## src/rtl/vga_sync_gen.sv

```systemverilog
// VGA timing generator: pixel/line counters with horizontal and vertical phase
// FSMs driving registered sync, blanking and wrap pulses, advanced by pix_tick.
module vga_sync_gen #(
    parameter int H_VISIBLE = 640,
    parameter int H_FRONT   = 16,
    parameter int H_SYNC    = 96,
    parameter int H_BACK    = 48,
    parameter int V_VISIBLE = 480,
    parameter int V_FRONT   = 10,
    parameter int V_SYNC    = 2,
    parameter int V_BACK    = 33
) (
    input  logic       CLK_in,
    input  logic       reset,
    input  logic       pix_tick,
    output logic       hsync,
    output logic       vsync,
    output logic       video_on,
    output logic [9:0] pixel_x,
    output logic [9:0] pixel_y,
    output logic       line_end,
    output logic       frame_start
);

    localparam int H_TOTAL = H_VISIBLE + H_FRONT + H_SYNC + H_BACK;
    localparam int V_TOTAL = V_VISIBLE + V_FRONT + V_SYNC + V_BACK;

    localparam logic [9:0] H_LAST        = 10'(H_TOTAL - 1);
    localparam logic [9:0] H_FRONT_START = 10'(H_VISIBLE);
    localparam logic [9:0] H_SYNC_START  = 10'(H_VISIBLE + H_FRONT);
    localparam logic [9:0] H_BACK_START  = 10'(H_VISIBLE + H_FRONT + H_SYNC);

    localparam logic [9:0] V_LAST        = 10'(V_TOTAL - 1);
    localparam logic [9:0] V_FRONT_START = 10'(V_VISIBLE);
    localparam logic [9:0] V_SYNC_START  = 10'(V_VISIBLE + V_FRONT);
    localparam logic [9:0] V_BACK_START  = 10'(V_VISIBLE + V_FRONT + V_SYNC);

    typedef enum logic [1:0] {
        H_ST_ACTIVE,
        H_ST_FRONT,
        H_ST_SYNC,
        H_ST_BACK
    } h_state_t;

    typedef enum logic [1:0] {
        V_ST_ACTIVE,
        V_ST_FRONT,
        V_ST_SYNC,
        V_ST_BACK
    } v_state_t;

    logic [9:0] r_pixel_x;
    logic [9:0] r_pixel_y;
    h_state_t   r_h_state;
    v_state_t   r_v_state;
    logic       r_hsync;
    logic       r_vsync;
    logic       r_video_on;
    logic       r_line_end;
    logic       r_frame_start;

    logic       w_x_last;
    logic       w_y_last;
    logic [9:0] w_x_next;
    logic [9:0] w_y_next;
    h_state_t   w_h_state_next;
    v_state_t   w_v_state_next;

    // Position the counters will hold after the next tick; all registered
    // outputs are decoded from it so they line up with the counters.
    assign w_x_last = (r_pixel_x == H_LAST);
    assign w_y_last = (r_pixel_y == V_LAST);
    assign w_x_next = w_x_last ? '0 : r_pixel_x + 10'd1;
    assign w_y_next = !w_x_last ? r_pixel_y :
                      (w_y_last ? '0 : r_pixel_y + 10'd1);

    always_comb begin
        // NOTE: default assignment first, so no path leaves it unassigned and no latch is inferred.
        w_h_state_next = r_h_state;
        case (r_h_state)
            H_ST_ACTIVE: if (w_x_next == H_FRONT_START) w_h_state_next = H_ST_FRONT;
            H_ST_FRONT:  if (w_x_next == H_SYNC_START)  w_h_state_next = H_ST_SYNC;
            H_ST_SYNC:   if (w_x_next == H_BACK_START)  w_h_state_next = H_ST_BACK;
            H_ST_BACK:   if (w_x_next == '0)            w_h_state_next = H_ST_ACTIVE;
            default:                                    w_h_state_next = H_ST_ACTIVE;
        endcase
    end

    // The vertical phase only moves on the tick that wraps the line.
    always_comb begin
        w_v_state_next = r_v_state;
        if (w_x_last) begin
            case (r_v_state)
                V_ST_ACTIVE: if (w_y_next == V_FRONT_START) w_v_state_next = V_ST_FRONT;
                V_ST_FRONT:  if (w_y_next == V_SYNC_START)  w_v_state_next = V_ST_SYNC;
                V_ST_SYNC:   if (w_y_next == V_BACK_START)  w_v_state_next = V_ST_BACK;
                V_ST_BACK:   if (w_y_next == '0)            w_v_state_next = V_ST_ACTIVE;
                default:                                    w_v_state_next = V_ST_ACTIVE;
            endcase
        end
    end

    always_ff @(posedge CLK_in or posedge reset) begin
        if (reset) begin
            r_pixel_x     <= '0;
            r_pixel_y     <= '0;
            r_h_state     <= H_ST_ACTIVE;
            r_v_state     <= V_ST_ACTIVE;
            r_hsync       <= 1'b1;
            r_vsync       <= 1'b1;
            r_video_on    <= 1'b0;
            r_line_end    <= 1'b0;
            r_frame_start <= 1'b0;
        end else begin
            // NOTE: non-blocking assignments for all state so every register samples pre-edge values.
            // Pulses drop on every edge; only a wrapping tick raises them again.
            r_line_end    <= 1'b0;
            r_frame_start <= 1'b0;
            if (pix_tick) begin
                r_pixel_x     <= w_x_next;
                r_pixel_y     <= w_y_next;
                r_h_state     <= w_h_state_next;
                r_v_state     <= w_v_state_next;
                r_hsync       <= (w_h_state_next != H_ST_SYNC);
                r_vsync       <= (w_v_state_next != V_ST_SYNC);
                r_video_on    <= (w_h_state_next == H_ST_ACTIVE) &&
                                 (w_v_state_next == V_ST_ACTIVE);
                r_line_end    <= w_x_last;
                r_frame_start <= w_x_last && w_y_last;
            end
        end
    end

    assign pixel_x     = r_pixel_x;
    assign pixel_y     = r_pixel_y;
    assign hsync       = r_hsync;
    assign vsync       = r_vsync;
    assign video_on    = r_video_on;
    assign line_end    = r_line_end;
    assign frame_start = r_frame_start;

endmodule
```

## config.mk

```make
export PLATFORM = sky130hd
export DESIGN_NAME = vga_sync_gen
export DESIGN_NICKNAME = d
export VERILOG_FILES = /design/src/rtl/vga_sync_gen.sv
export SDC_FILE = /design/constraint.sdc
export NUM_CORES = 1
export LEC_CHECK = 0
export BUFFER_PORTS_ARGS = -buffer_cell sky130_fd_sc_hd__buf_2
export CAP_MARGIN = 0
export CORE_MARGIN = 10
export CORE_UTILIZATION = 44
export CTS_CLUSTER_SIZE = 10
export DETAILED_ROUTE_END_ITERATION = 12
export PLACE_DENSITY_LB_ADDON = 0.05
export SLEW_MARGIN = 15
export SYNTH_ARGS = -nofsm -noshare
export SYNTH_HDL_FRONTEND = slang
export SYNTH_SLANG_ARGS = --single-unit
```

## constraint.sdc

```tcl
create_clock -name CLK_in -period 3.4 [get_ports CLK_in]
set_input_delay 0.68 -clock CLK_in [delete_from_list [all_inputs] [get_ports CLK_in]]
set_output_delay 0.68 -clock CLK_in [all_outputs]
set_load 0.02 [all_outputs]
```

# After elaboration in Yosys (flattened, before gate mapping)

Cells that the tools add are included.

Add/sub/neg operators: 2
Equal/unequal tests: 16
Mux-type cells: 16
Reductions and logical operators: 8

Operators with widths:

| cell                    | count |
|---|---|
| $eq A10 B10 Y1 const B  | 5 |
| $eq A10 B9 Y1 const B   | 3 |
| $mux W10                | 3 |
| $add A10 B1 Y10 const B | 2 |
| $logic_not A10 Y1       | 2 |
| $mux W2                 | 9 |
| $pmux W2 S4             | 2 |
| $eq A2 B2 Y1 const B    | 4 |
| $logic_not A2 Y1        | 4 |
| $eq A2 B1 Y1 const B    | 2 |
| $ne A2 B2 Y1 const B    | 2 |
| $logic_and A1 B1 Y1     | 2 |
| $mux W1                 | 2 |

Flip-flop bits (word level): 29
Input bits: 3
Output and inout port bits: 25
Word-level logic and storage cells: 51

# Depth between registers and ports, before layout

Depth after elaboration: 9
Gate-level depth with buffers: 12
Depth with buffers taken out: 10

# Worst setup path after synthesis

No wires, ideal clock.

Path type: reg-to-reg
From: register r_pixel_x[0], in the netlist pixel_x[0]
To: register r_video_on, in the netlist video_on
Setup time: 0.096 ns
Data arrival time: 2.681 ns
Slack: 0.623 ns
Cell stages (with the launch flop): 11
Period minus slack after synthesis: 2.777 ns
Cells stage by stage: dfrtp_1 ha_1 and4_1 buf_2 nand3_4 or3_4 a2111oi_2 nand3_1 a21oi_1 o22ai_1 o32ai_2

Longest elaborated chain between the ends: 8
Elaborated cells between the ends (all ways): 26

RTL lines:

| element                                                 | RTL line | text |
|---|---|---|
| start, declared                                         | 52       | `logic [9:0] r_pixel_x;` |
| start signal, assigned                                  | 120      | `r_pixel_x <= w_x_next;` |
| branches (longest 7 deep; another with $add A10 B1 Y10) | n/a      |  |
| $logic_and A1 B1 Y1 *                                   | 126      | `r_video_on <= (w_h_state_next == H_ST_ACTIVE) &&` |
| end signal, assigned                                    | 126      |  |
| end, declared                                           | 58       | `logic r_video_on;` |

Mark *: on every way between the ends.
A chain may end at the register's enable or synchronous reset.

# Worst setup path after layout

From: register r_pixel_x[5], in the netlist pixel_x[5]
To: register r_video_on, in the netlist video_on

The elaborated chain is that of the path after synthesis.

==> results by group <==
STA
  – Crit share post-route: 85.75%
  – Period minus WS final: 2.916 ns
  – Least-Margin Pin Slew: 0.5918 ns
  – Sum Neg Setup Slack: 0 ns
  – RSZ-0062 raised after global routing: no
  – Max Fclk: 0.3430 GHz
  – Relative slew slack: 60.42%
  – Slew Limit Fails: 0
  – Clock Skew: 0.01133 ns
  – Finish-stage setup viols: 0
  – Final hold violations: 0

Clock network
  – Longest Clk Path Bufs: 2
  – Post-CTS sizing: 0
  – Sink Count: 29
  – CTS Buf Count: 5
  – Worst skew pair latency: 0.28 ns
  – CTS tree: done
  – Post-CTS Hold Fix Bufs: 0
  – CTS root buf: clkbuf_8
  – Htree depth: 2
  – Reg clk slew, reported paths: 0.07 ns
  – Post-CTS Setup Repair Bufs: 0

Floorplanning
  – Die area: 0.008026 mm2
  – Initial Utilization: 45.11%
  – Chip width: 89.59 um
  – Num rows: 25
  – Die Ht: 89.59 um
  – Core ar.: 0.004723 mm2
  – I/O pin count: 28

Routing
  – Vias post-DR: 1,934
  – Remaining DRCs: 0
  – Number of routed nets with antenna violations: 0
  – 1st-pass router iterations: 4
  – DRT iter0 DRCs: 130
  – Routed length per instance: 15.69 um
  – Vias per inst: 5.739
  – Total Routed Length: 5289 um

Synth
  – Syn Nets: 254
  – Synth Warn #: 0
  – Avg Cell Area, Syn: 8.592 um2
  – Syn Inst Count: 248
  – Async S/R FF share, synth: 100.0%
  – Yosys reg bits: 29
  – Synth Flop Type: dfrtp_1
  – Number of synthesized flops with an enable pin: 0
  – Sequential share of the synthesized area: 34.17%
  – Post-synth cell types: 61
  – Post-Syn Area: 0.002131 mm2

Setup path
  – Worst Setup Start Kind: flop
  – Kind of cell adding the most delay to the critical path: simple AND/OR/NAND/NOR gates
  – R2R cell count: 8
  – CP max stage delay: 0.56 ns
  – Slowest cell on the critical path: nor4b_4
  – Crit path from: pixel_x[5]
  – WP depth: 8
  – CP Class: flop to flop
  – CP endpoint kind: flop
  – R2R Path Start: pixel_x[5]
  – Crit path cell chain: nor4b_4 -> nand3_4 -> or3_4 -> a2111oi_2 -> nand3_1 -> a21oi_1 -> o22ai_1 -> o32ai_2
  – Critical Path AT: 3.10 ns
  – Reg-to-reg setup timing slack: 0.48 ns
  – WP data required: 3.58 ns
  – Worst setup path endpoint: video_on
  – Critical path fanouts, max: 13
  – Reg-to-Reg End: video_on
  – Buf/Inv on CP: 0

Global routing
  – Tot GR Track Use: 14.26%
  – Total global routing overflow: 0
  – First-pass GRT wire length: 9073 um
  – Largest net degree at the start of global routing: 30
  – Vias in the first global route: 1,836
  – Initial antenna violation count: 0

Pwr
  – P_int: 690.9 uW
  – Sw frac: 36.99%
  – Gate power share: 28.3%
  – PD cells: 458.3 mW/mm2
  – Net Switching: 405.5 uW
  – Sequential power share: 44.7%
  – Tot Pwr: 1096 uW
  – Leak: 0.0009896 uW
  – Clock share of power: 27.0%
  – Maximum vdd drop: 0.0002478 V

Placement
  – Port buffer count: 27
  – Placed cell count: 329
  – Post-DP HPWL: 3833 um
  – RD Place Congestion: 0.8383

Cells and area
  – Most frequent cells in the layout: 27 x dfrtp_1, 27 x buf_2, 25 x nand2_1
  – Final #Nets: 275
  – Layout cells sized above 1: 21.48%
  – Non-Filler Instances: 337
  – Area delta synth->final: 12.27%
  – Diodes inserted: 0

Hold path
  – Worst hold path type: input pin to async pin

Run status
  – Outcome: finished clean

Flow run
  – Max-cap violation count: 0
[worst min-delay path by stage]
stage / endpoint
after global placement: hsync
after global routing: pixel_x[2]
after floorplan: r_h_state[1]
final: frame_start
after detailed placement: hsync
after CTS: frame_start
[worst min-delay path: stages]
cell and delay (ns):
buf_2 0.09, inv_1 0.04, buf_4 0.34
[cells by family after synthesis]
kind of cell | count (synthesis) | share of synthesized area (%)
xor gates and xnor gates | 12 | 4.932
AOI/OAI and AO/OA | 66 | 22.78
buffers and inverters | 32 | 6.812
and+or+nand+nor | 101 | 27.01
muxes | 5 | 2.525
adders and majority gates | 3 | 1.762
DFF | 29 | 34.18
[Yosys cell counts (3+ instances only)]
library cell / n / area share [%]
nor2_1: 19 / 3.3
o21ai_0: 12 / 2.8
ha_1: 3 / 1.8
nor3_1: 8 / 1.9
o21a_1: 3 / 1.1
buf_2: 10 / 2.3
nand3_1: 13 / 3.1
nand2b_1: 3 / 0.88
mux2_2: 3 / 1.6
xor2_1: 5 / 2.1
clkbuf_1: 7 / 1.2
xnor2_1: 7 / 2.9
dfrtp_1: 27 / 32
a41oi_1: 4 / 1.6
nand2_1: 25 / 4.4
a211oi_1: 3 / 1.1
inv_1: 12 / 2.1
nor4_1: 4 / 1.2
a31oi_1: 4 / 1.2
o211ai_1: 3 / 1.1
a21oi_1: 11 / 2.6
nand4_1: 6 / 1.8
and4_1: 3 / 1.2
or2_2: 3 / 0.88
and3_1: 4 / 1.2
[metal layers]
layer | global-route usage (%) | up-vias | share of wire, %
met5 | 0 | - | 0
met4 | 4.046 | 0 | 1.2
met3 | 3.249 | 5 | 5.3
met2 | 21.90 | 42 | 44
met1 | 19.48 | 920 | 50
li1 | - | 967 | -
[through the flow]
stage	hold slack (ns)	setup slack [ns]	instance area, um2	utilization, %
final	0.4605	0.4844	2392	50.65
after global routing	0.5018	0.09219	2392	50.65
after CTS	0.4679	0.4576	2392	50.65
after detailed placement	0.4988	0.5035	2302	48.74
after global placement	0.4980	0.5733	2302	48.74
after floorplan	0.4945	0.6234	2131	-
[area by class of cell]
type / count / area (um2)
clock buffer: 8 / 90.09
fill: 461 / 2331
inverter: 12 / 45.04
multi-input combinational: 187 / 1257
sequential: 29 / 728.2
tap: 67 / 83.83
timing repair buffer: 34 / 187.7
[state kept, by name, indices dropped and copies added (netlist names)]
register and flops:
pixel_x 10, pixel_y 10, r_h_state 2, r_v_state 2, frame_start 1, hsync 1
line_end 1, video_on 1, vsync 1
[power groups by stage]
| stage | registers [uW] | logic [uW] | clock network, uW |
|---|---|---|---|
| 6_report | 490 | 311 | 296 |
| 5_1_grt | 507 | 351 | 321 |
| 4_1_cts | 490 | 316 | 308 |
| 3_5_place_dp | 496 | 315 | 0 |
| 3_3_place_gp | 495 | 317 | 0 |
| 2_1_floorplan | 501 | 230 | 0 |
(Power assumes the default switching activity.)
